File: src/rtl/narnet_engine_p.sv
// NAR network inference engine: one shared MAC walks HIDDEN x TAPS products, then HIDDEN
// output products. Weights live in a run-time loaded RAM. Both sample ports are valid/ready.

module tanh_lut #(
  parameter int N = 10,
  parameter int Q = 8
) (
  input  logic         clk,
  input  logic         rst,
  input  logic [N-1:0] x_i,
  output logic [N-1:0] y_o
);
  // Odd-symmetric piecewise-linear tanh: slope 1 below 0.5, slope 1/2 up to 1.5, then 1.0.
  localparam logic [N:0] HALF = (N+1)'(1 << (Q-1));
  localparam logic [N:0] THR  = (N+1)'(3 << (Q-1));
  localparam logic [N:0] QTR  = (N+1)'(1 << (Q-2));
  localparam logic [N:0] ONE  = (N+1)'(1 << Q);

  logic [N:0]   mag_d, m_d;
  logic [N-1:0] y_q;

  always_comb begin
    mag_d = x_i[N-1] ? ({1'b0, ~x_i} + 1'b1) : {1'b0, x_i};
    if (mag_d < HALF)     m_d = mag_d;
    else if (mag_d < THR) m_d = (mag_d >> 1) + QTR;
    else                  m_d = ONE;
  end

  always_ff @(posedge clk or negedge rst) begin
    if (!rst) y_q <= '0;
    else      y_q <= x_i[N-1] ? N'(-m_d) : N'(m_d);
  end

  assign y_o = y_q;
endmodule

module narnet_engine_p #(
  parameter int N      = 10,
  parameter int Q      = 8,
  parameter int TAPS   = 16,
  parameter int HIDDEN = 5,
  parameter int INIT   = 96,
  parameter int WDEPTH = HIDDEN*(TAPS+2)+1
) (
  input  logic                      clk,
  input  logic                      rst,
  input  logic signed [N-1:0]       x_in,
  input  logic                      x_valid,
  output logic                      x_ready,
  output logic signed [N-1:0]       y_out,
  output logic                      y_valid,
  input  logic                      y_ready,
  input  logic                      closed_loop,
  input  logic                      flush,
  input  logic                      w_we,
  input  logic [$clog2(WDEPTH)-1:0] w_addr,
  input  logic signed [N-1:0]       w_data,
  output logic                      busy,
  output logic                      err
);
  localparam int AW   = $clog2(WDEPTH);
  localparam int MAXT = (TAPS > HIDDEN) ? TAPS : HIDDEN;
  localparam int ACCW = 2*N + $clog2(MAXT+1);
  localparam int CW   = $clog2(MAXT+2);
  localparam int HW   = (HIDDEN > 1) ? $clog2(HIDDEN) : 1;
  localparam int PW   = $clog2(TAPS);
  localparam int B2A  = HIDDEN*(TAPS+1);
  localparam logic [CW-1:0]        TAPS_C = CW'(TAPS);
  localparam logic signed [N-1:0]  INIT_V = N'(INIT);
  localparam logic signed [ACCW-1:0] SMAX = ACCW'((2**(N-1))-1);
  localparam logic signed [ACCW-1:0] SMIN = ACCW'(-(2**(N-1)));

  typedef enum logic [2:0] {S_IDLE, S_PUSH, S_L1, S_L2, S_OUT} state_t;

  state_t                 state_q;
  logic [CW-1:0]          cnt_q;
  logic [HW-1:0]          h_q;
  logic [PW-1:0]          wp_q;
  logic signed [N-1:0]    taps_q [TAPS];
  logic signed [N-1:0]    hid_q  [HIDDEN];
  logic signed [N-1:0]    sample_q, y_out_q;
  logic                   y_valid_q, err_q, run_q;
  logic signed [ACCW-1:0] acc_q;
  logic signed [N-1:0]    ram_q [WDEPTH];
  logic signed [N-1:0]    rd_q;

  logic [AW-1:0]          ra_d;
  logic                   idle, last_h, w_en, do_flush, acc_open, acc_loop;
  int                     ti;
  logic signed [N-1:0]    op_b, sat_acc, tanh_y;
  logic signed [2*N-1:0]  prod;
  logic signed [ACCW-1:0] acc_sum, bias_acc;

  function automatic logic signed [N-1:0] sat(input logic signed [ACCW-1:0] a);
    logic signed [ACCW-1:0] s;
    s = a >>> Q;
    if (s > SMAX)      sat = N'(SMAX);
    else if (s < SMIN) sat = N'(SMIN);
    else               sat = N'(s);
  endfunction

  assign idle     = (state_q == S_IDLE);
  assign last_h   = (h_q == HW'(HIDDEN-1));
  assign x_ready  = idle & run_q & ~y_valid_q & ~closed_loop;
  assign do_flush = idle & flush;
  assign acc_open = x_ready & x_valid & ~flush;
  assign acc_loop = idle & run_q & ~y_valid_q & closed_loop & ~flush;
  assign w_en     = idle & w_we & (int'(w_addr) < WDEPTH);

  // Address of the word the MAC needs next cycle, so RAM read latency is hidden.
  always_comb begin
    ra_d = '0;
    case (state_q)
      S_IDLE: ra_d = '0;
      S_PUSH: ra_d = AW'(HIDDEN);
      S_L1: begin
        if (int'(cnt_q) < TAPS-1)
          ra_d = AW'(HIDDEN + int'(h_q)*TAPS + int'(cnt_q) + 1);
        else if (cnt_q == TAPS_C)
          ra_d = last_h ? AW'(B2A) : AW'(int'(h_q) + 1);
        else if (int'(cnt_q) == TAPS+1)
          ra_d = last_h ? AW'(B2A+1) : AW'(HIDDEN + (int'(h_q)+1)*TAPS);
      end
      S_L2: if (int'(cnt_q) < HIDDEN-1) ra_d = AW'(B2A + 2 + int'(cnt_q));
      default: ra_d = '0;
    endcase
  end

  always_ff @(posedge clk) begin
    if (w_en) ram_q[w_addr] <= w_data;
    rd_q <= ram_q[ra_d];
  end

  // Tap t is the sample pushed t accepts ago; wp_q already points past the newest.
  always_comb begin
    ti = int'(wp_q) + TAPS - 1 - int'(cnt_q);
    if (ti >= TAPS) ti = ti - TAPS;
    if (ti < 0)     ti = 0;
    op_b = (state_q == S_L2) ? hid_q[HW'(cnt_q)] : taps_q[PW'(ti)];
  end

  assign prod     = (2*N)'(rd_q) * (2*N)'(op_b);
  assign acc_sum  = acc_q + ACCW'(prod);
  assign bias_acc = ACCW'(rd_q) <<< Q;
  assign sat_acc  = sat(acc_q);

  tanh_lut #(.N(N), .Q(Q)) u_tanh (
    .clk (clk),
    .rst (rst),
    .x_i (sat_acc),
    .y_o (tanh_y)
  );

  always_ff @(posedge clk or negedge rst) begin
    if (!rst) begin
      state_q   <= S_IDLE;
      cnt_q     <= '0;
      h_q       <= '0;
      wp_q      <= '0;
      for (int i = 0; i < TAPS; i++)   taps_q[i] <= INIT_V;
      for (int i = 0; i < HIDDEN; i++) hid_q[i]  <= '0;
      sample_q  <= '0;
      y_out_q   <= '0;
      y_valid_q <= 1'b0;
      err_q     <= 1'b0;
      run_q     <= 1'b0;
      acc_q     <= '0;
    end else begin
      run_q <= 1'b1;
      if (!idle && (w_we || flush)) err_q <= 1'b1;
      if (y_valid_q && y_ready) y_valid_q <= 1'b0;
      case (state_q)
        S_IDLE: begin
          if (do_flush) begin
            for (int i = 0; i < TAPS; i++) taps_q[i] <= INIT_V;
          end else if (acc_open) begin
            sample_q <= x_in;
            state_q  <= S_PUSH;
          end else if (acc_loop) begin
            sample_q <= y_out_q;
            state_q  <= S_PUSH;
          end
        end
        S_PUSH: begin
          taps_q[wp_q] <= sample_q;
          wp_q    <= (int'(wp_q) == TAPS-1) ? '0 : wp_q + 1'b1;
          acc_q   <= bias_acc;
          cnt_q   <= '0;
          h_q     <= '0;
          state_q <= S_L1;
        end
        S_L1: begin
          if (cnt_q < TAPS_C) begin
            acc_q <= acc_sum;
            cnt_q <= cnt_q + 1'b1;
          end else if (cnt_q == TAPS_C) begin
            cnt_q <= cnt_q + 1'b1;
          end else begin
            hid_q[h_q] <= tanh_y;
            cnt_q      <= '0;
            acc_q      <= bias_acc;
            if (last_h) state_q <= S_L2;
            else        h_q     <= h_q + 1'b1;
          end
        end
        S_L2: begin
          acc_q <= acc_sum;
          if (int'(cnt_q) == HIDDEN-1) state_q <= S_OUT;
          else                         cnt_q   <= cnt_q + 1'b1;
        end
        S_OUT: begin
          y_out_q   <= sat_acc;
          y_valid_q <= 1'b1;
          state_q   <= S_IDLE;
        end
        default: state_q <= S_IDLE;
      endcase
    end
  end

  assign y_out   = y_out_q;
  assign y_valid = y_valid_q;
  assign busy    = ~idle;
  assign err     = err_q;
endmodule

File: config.mk
export PLATFORM = sky130hd
export DESIGN_NAME = narnet_engine_p
export DESIGN_NICKNAME = d
export VERILOG_FILES = /design/src/rtl/narnet_engine_p.sv
export SDC_FILE = /design/constraint.sdc
export NUM_CORES = 2
export LEC_CHECK = 0
export BUFFER_PORTS_ARGS = -buffer_cell sky130_fd_sc_hd__clkbuf_2
export CAP_MARGIN = 20
export CORE_MARGIN = 2
export CORE_UTILIZATION = 30
export CTS_CLUSTER_SIZE = 8
export DETAILED_ROUTE_END_ITERATION = 10
export PLACE_DENSITY = 0.44
export SYNTH_ARGS = -nofsm -noshare
export SYNTH_HDL_FRONTEND = slang
export SYNTH_SLANG_ARGS = --single-unit
File: constraint.sdc
create_clock -name clk -period 11.75 [get_ports clk]
set_input_delay 1.175 -clock clk [delete_from_list [all_inputs] [get_ports clk]]
set_output_delay 1.175 -clock clk [all_outputs]
set_load 0.05 [all_outputs]
## Word-level counts from Yosys, hierarchy flattened

Memory sizes are Yosys's and may differ from the RTL's. A register that Yosys moved wholly into a read port is not among the register bits.
Index checks and enable logic that the tools add are counted.

| word-level totals | value |
|---|---|
| register bits | 283 |
| memory bits (writable) | 910 |
| output and inout port bits | 14 |
| memories kept | 1 |

| operators by class | value |
|---|---|
| $add $sub $neg | 17 |
| multiply operators | 1 |
| order comparisons | 16 |
| equal/unequal tests | 19 |
| mux-type cells | 56 |
| bitwise gates (word level) | 22 |
| reduce and logical (&&, ||, !) cells | 19 |

Memories:

| memory | depth | bits a word | rd ports | clocked after memory_dff | wr ports | RTL line | source |
|---|---|---|---|---|---|---|---|
| ram_q | 91 | 10 | 1 | 1 | 1 | 84 | `logic signed [N-1:0] ram_q [WDEPTH];` |

Operator list:

| cell | number |
|---|---|
| case mux 160 bit (2 select lines) | 1 |
| bitwise mux 160 bit | 1 |
| 2-to-1 mux 160 bit | 1 |
| 2-to-1 mux 10 bit | 14 |
| case mux 25 bit (3 select lines) | 1 |
| bitwise mux 50 bit | 1 |
| 2-to-1 mux 25 bit | 2 |
| 2-to-1 mux 7 bit | 6 |
| binary-select mux 10 bit (select 4 bit) | 1 |
| demux 10 bit (select 4 bit) | 1 |
| less-than comparator 32 x 1 -> 1 bit, second input constant | 1 |
| 2-to-1 mux 32 bit | 1 |
| binary-select mux 10 bit (select 3 bit) | 1 |
| demux 10 bit (select 3 bit) | 1 |
| 2-to-1 mux 3 bit | 10 |
| adder 25 x 20 -> 25 bit | 1 |
| case mux 7 bit (3 select lines) | 1 |
| multiplier 10 x 10 -> 20 bit | 1 |
| greater-than comparator 17 x 10 -> 1 bit, second input constant | 1 |
| less-than comparator 17 x 10 -> 1 bit, second input constant | 1 |
| 2-to-1 mux 5 bit | 3 |
| case mux 5 bit (3 select lines) | 1 |
| adder 3 x 7 -> 7 bit, first input constant | 2 |
| != test 2 bit, second input constant | 6 |
| other kinds (56) | 90 |

## Longest topological paths before layout

| logic depth | value |
|---|---|
| depth after elaboration | 16 |
| depth in mapped cells | 37 |

## By module

From an unflattened synthesis, not the netlist that was laid out.

| unflattened totals | value |
|---|---|
| cell total of the unflattened synthesis | 4883 |
| area total of the unflattened synthesis | 57056.0 um^2 |

Modules (own cells, without submodules):

| module | times used | cells each | area each (um^2) | sequential area each (um^2) |
|---|---|---|---|---|
| narnet_engine_p | 1 | 4746 | 55912.4 | 34398.0 |
| tanh_lut | 1 | 137 | 1143.6 | 250.2 |

## Least setup slack after synthesis

Ideal clock, no wire load.

| timing path | value |
|---|---|
| path type | reg2reg |
| from | register wp_q[0] |
| to | register acc_q[23] |
| library setup time | 0.087 ns |
| data arrival time | 7.962 ns |
| required time | 11.663 ns |
| path slack | 3.701 ns |
| cell stages (with the launch flop) | 35 |
| path buffers | 4 |
| period minus slack after synthesis | 8.049 ns |
| cells stage by stage | dfrtp_1 > inv_1 > ha_1 > fa_1 > xnor2_1 > o21ai_0 > a21oi_2 > buf_4 > buf_4 > buf_2 > mux2i_1 > a21oi_1 > a211o_1 > a31o_2 > clkbuf_1 > and2_1 > fa_1 > ha_1 > inv_1 > fa_1 > inv_1 > fa_1 > inv_1 > fa_1 > inv_1 > ha_1 > a211oi_1 > o21ai_0 > a2111oi_0 > o211ai_1 > a41oi_1 > o21ai_0 > a21oi_1 > o211ai_1 > o211ai_1 |

| on the way | value |
|---|---|
| word-level cells in the longest chain between the ends | 16 |
| elaborated cells on any way between the ends | 17 |
| classes of those cells | add/sub (5); mul (1); order compare (2); mux (8); bitwise (1) |

Ends and longest elaborated chain:

| item | RTL line | source |
|---|---|---|
| from (decl) | 78 | `logic [PW-1:0] wp_q;` |
| from (signal assigned) | 186 | `wp_q <= (int'(wp_q) == TAPS-1) ? '0 : wp_q + 1'b1;` |
| adder 4 x 5 -> 6 bit * | 136 | `ti = int'(wp_q) + TAPS - 1 - int'(cnt_q);` |
| subtractor 6 x 1 -> 7 bit * | 136 |  |
| subtractor 7 x 6 -> 8 bit * | 136 |  |
| subtractor 8 x 6 -> 9 bit or >= comparator 8 x 6 -> 1 bit (tied branches) | 137 | `if (ti >= TAPS) ti = ti - TAPS;` |
| 2-to-1 mux 32 bit * | 137 |  |
| less-than comparator 32 x 1 -> 1 bit | 138 | `if (ti < 0) ti = 0;` |
| 2-to-1 mux 4 bit * | 138 |  |
| inverter 4 bit (implied by the code) * | 139 | `op_b = (state_q == S_L2) ? hid_q[HW'(cnt_q)] : taps_q[PW'(ti)];` |
| binary-select mux 10 bit (select 4 bit) * | 139 |  |
| 2-to-1 mux 10 bit (implied by the code) * (2 in series) | 139 |  |
| 2-to-1 mux 10 bit * | 139 |  |
| multiplier 10 x 10 -> 20 bit * | 142 | `assign prod = (2*N)'(rd_q) * (2*N)'(op_b);` |
| adder 25 x 20 -> 25 bit * | 143 | `assign acc_sum = acc_q + ACCW'(prod);` |
| 2-to-1 mux 25 bit | 193 | `if (cnt_q < TAPS_C) begin` |
| case mux 25 bit (3 select lines) * | 172 | `case (state_q)` |
| to (signal assigned) | 194 | `acc_q <= acc_sum;` |
| to (signal assigned) | 201 | `acc_q <= bias_acc;` |
| to (signal assigned) | 207 | `acc_q <= acc_sum;` |
| to (decl) | 83 | `logic signed [ACCW-1:0] acc_q;` |

Every way passes the cells marked *; elsewhere a longest branch is shown, timed or not. The select of a mux whose other input is x is not followed.
A chain may end at the register's enable or synchronous reset.

## Worst setup path in the final report

Ends and elaborated chain as after synthesis.

==> results <==
- The run finished, with violations left.
- The checks that failed: DRC.
- The cell with the most instances after synthesis is sky130_fd_sc_hd__nand2_1.
- Power spread over the standard cell area amounts to 180 nW/um^2.
- After detailed routing, the number of vias per cell comes to 5.12.
- The worst setup path is launched from a register.
- The later pin in the worst-skew pair is clocked with a latency of 800 ps.
- The final number of max-transition violations came to 0.
- In the post-synthesis netlist, the biggest area contributors are sky130_fd_sc_hd__edfxtp_1 48%, sky130_fd_sc_hd__dfrtp_1 11%, sky130_fd_sc_hd__nand2_1 6.5%.
- The post-synthesis register bit count is 1203.
- Overall power consumption after layout is estimated at 11.7 mW.
- The worst-case IR drop observed on VDD is 125 uV.
- The number of top-level pins is 48.
- The initial utilization of the core area, before any placement, comes to 0.302.
- The post-detailed-route DRC marker count is 14.
- Setup repair after global routing left no endpoint under its margin.
- The final routed wirelength across all metal layers is 176 mm.
- The total iterations of the first detailed-routing run is 10.
- The detail route stage leaves a number of antenna-violating nets equal to 0.
- STA classifies the critical path endpoint as a register.
- The most used flip-flop cell after synthesis is sky130_fd_sc_hd__edfxtp_1.
- The number of placed instances, taps included, is 7042.
- The endpoint arrival time on the critical path is 10080 ps.
- The maximum level of the CTS H-tree is 4.
- Across the run, the number of max-cap violations was 0.
- The origin of the critical flop-to-flop path is wp_q[0].
- Dividing the synthesized area by the synthesized cell count gives 12.1 um^2.
- Along the worst path, the maximum fanout reaches 67.
- The number of clock sinks is 1203.
- The clock arrives with 49.5 ps of skew.
- The setup slack of the worst register-to-register path is 2350 ps.
- The synthesized cell area is 56700 um^2.
- Of the synthesized area, sequential elements account for 0.611.
- The critical-path cell with the highest stage delay is sky130_fd_sc_hd__o31ai_2.
- The final hold slack is 396 ps.
- Counting the buffers created by CTS gives 169.
- The first-iteration detailed-routing DRC count is 3430.
- The tree is rooted in a sky130_fd_sc_hd__clkbuf_16.
- The initial antenna violation count was 13.
- The remaining global-route overflow is 0.
- The number of failing setup endpoints in the final timing report is 0.
- Summed over all cells, the static leakage comes to 24.2 nW.
- In this run the tightest slew margin relative to its limit is 0.178.
- The layout has 18.7k filler cells.
- Post-CTS repair changed the size of 0 cells.
- The largest buffer count on any clock path is 3.
- At the worst endpoint, the required time is 12430 ps.
- The worst stage delay on the critical path is 810 ps.
- By startpoint and endpoint, the worst setup path is classified as reg -> reg.
- The number of nets handed over by synthesis was 4934.
- The share of layout cells above drive strength 1 is 0.116.
- The endpoint identified for the worst register-to-register timing path is acc_q[23].
- The final layout contains 4990 nets.
- The detailed placement HPWL is 112 mm.
- At the end of routability-driven placement, the weighted congestion stood at 0.810.
- The number of cells on the worst reg-to-reg path is 28.
- The area of the core is 188000 um^2.
- For the pin with the worst max-slew slack, the measured transition is 1230 ps.
- The number of distinct library cell variants in the gate-level netlist after synthesis is 92.
- The period utilization is 0.800.
- The die covers 192000 um^2.
- The proportion of synthesized flip-flops having asynchronous set or reset is 0.235.
- The slack of the critical path is 2350 ps.
- The area growth from synthesis to layout is 14.4%.
- By instance count, the cell type seen most on the critical path is sky130_fd_sc_hd__fa_1.
- The number of setup buffers added after CTS is 0.
- The die is 439 um wide.
- After synthesis, the most frequently instantiated cells are 981 x sky130_fd_sc_hd__nand2_1, 910 x sky130_fd_sc_hd__edfxtp_1, 314 x sky130_fd_sc_hd__nand3_1.
- The final-report hold violation count was 0.
- The area of the multi-input gates is 20200 um^2.
- For this design, the CTS-stage hold fixing added 0 buffers.
- The global-route wire length before repair is 261 mm.
- Leaving out filler cells and counting taps, the final layout contains 7288.
- Detailed routing inserted a total of 37.3k vias.
- The global-route usage over all layers is 0.182.
- The via count of the first global-routing pass was 37.0k.
- The count of synthesis-stage warnings from yosys is 0.
- The floorplan has 159 rows.
- The cell count after synthesis is 4683.
- Of the post-synthesis cell area, the dominant cell type holds 0.482.
- Summed over all instances, the cell type with the most area after synthesis is sky130_fd_sc_hd__edfxtp_1.
- The clock-pin slew on the worst setup and hold paths is 50 ps.
- The type of the most critical hold path is in -> async.
- Entering global routing, the biggest net connects 125 pins.
- The routed design could run at a clock period as short as 9400 ps.
- The worst slack at placement is 2290 ps.
- The count of buffers added on input and output ports is 47.
- The post-route setup TNS is 0 ps.
- The sequential cells in the finished layout cover a total of 34600 um^2.
- The number of enable flip-flop cells after synthesis is 910.
- Timing would allow up to 106 MHz.
- The CTS tree is yes.
- After detailed routing, the average wire length per cell comes to 24.2 um.
- The height of the die is 439 um.
## cell type report
type                            count  area share
Antenna cell                        3    0.000116
Clock buffer                      208      0.0681
Clock inverter                     14     0.00581
Inverter                          206      0.0119
Multi-Input combinational cell   2988       0.311
Sequential cell                  1203       0.535
Tap cell                         2495      0.0482
Timing Repair Buffer              171      0.0203
## power breakdown
group	internal (mW)	switching (mW)	total (mW)
logic	0.983	1.33	2.32
clock network	2.65	1.88	4.53
registers	4.71	0.129	4.84
## worst max-delay path by stage
stage / to / startpoint / depth (start not counted)
final: acc_q[23] / wp_q[0] / 28
after global routing: acc_q[23] / wp_q[0] / 30
after CTS: acc_q[23] / wp_q[0] / 30
after detailed placement: acc_q[23] / wp_q[0] / 30
after global placement: acc_q[23] / wp_q[0] / 28
after floorplan: acc_q[23] / wp_q[0] / 34
## flip-flops by register name, indices dropped and copies added, names as in the netlist
| signal | cells |
|---|---|
| ram_q | 910 |
| taps_q | 160 |
| hid_q | 50 |
| acc_q | 25 |
| rd_q | 10 |
| sample_q | 10 |
| u_tanh.y_o | 10 |
| y_out | 10 |
| cnt_q | 5 |
| wp_q | 4 |
| h_q | 3 |
| state_q | 3 |
| err | 1 |
| run_q | 1 |
| y_valid | 1 |
## routing by layer
layer	GRT usage	wire, um
met1	0.255	80100
met2	0.294	83200
met3	0.0327	9340
met4	0.0431	3640
met5	0	75
## through the flow
step | util | instance area (um^2)
CTS | 0.344 | 64600
finish | 0.345 | 64800
global route | 0.345 | 64800
floorplan | - | 56700
detailed placement | 0.318 | 59800
global placement | 0.318 | 59700
## cell families after synthesis
group                    count (synthesis)  share of synthesized area
AND/OR/NAND/NOR                       1810                      0.142
flip-flops                            1203                      0.611
AO/OA/AOI/OAI                          630                     0.0780
buffers and inverters                  492                     0.0357
multiplexers                           293                     0.0625
adder cells (fa/ha/maj)                217                     0.0649
XOR/XNOR                                37                    0.00572
other                                    1                  0.0000662
## critical path, delay by kind of cell, from the launching register on
kind	cells	cell delay, ps
AOI/OAI and AO/OA	14	3730
xor gates and xnor gates	1	260
adders and majority gates	8	3530
buffers and inverters	4	1030
DFF	1	460
and+or+nand+nor	1	250
## placed cells by master (no fill, tap or decap), types with 46 or more instances in the layout
cell type,n
sky130_fd_sc_hd__o21ai_0,155
sky130_fd_sc_hd__a31oi_1,47
sky130_fd_sc_hd__buf_4,120
sky130_fd_sc_hd__mux2i_1,192
sky130_fd_sc_hd__fa_1,128
sky130_fd_sc_hd__edfxtp_1,910
sky130_fd_sc_hd__mux2_2,58
sky130_fd_sc_hd__inv_1,206
sky130_fd_sc_hd__clkbuf_16,171
sky130_fd_sc_hd__dfrtp_1,251
sky130_fd_sc_hd__a21oi_1,82
sky130_fd_sc_hd__nand3_1,314
sky130_fd_sc_hd__a211oi_1,60
sky130_fd_sc_hd__and3_1,57
sky130_fd_sc_hd__nor2_1,197
sky130_fd_sc_hd__nand2_1,980
sky130_fd_sc_hd__ha_1,89
sky130_fd_sc_hd__and2_1,46
Power figures use the tool's default switching activity.
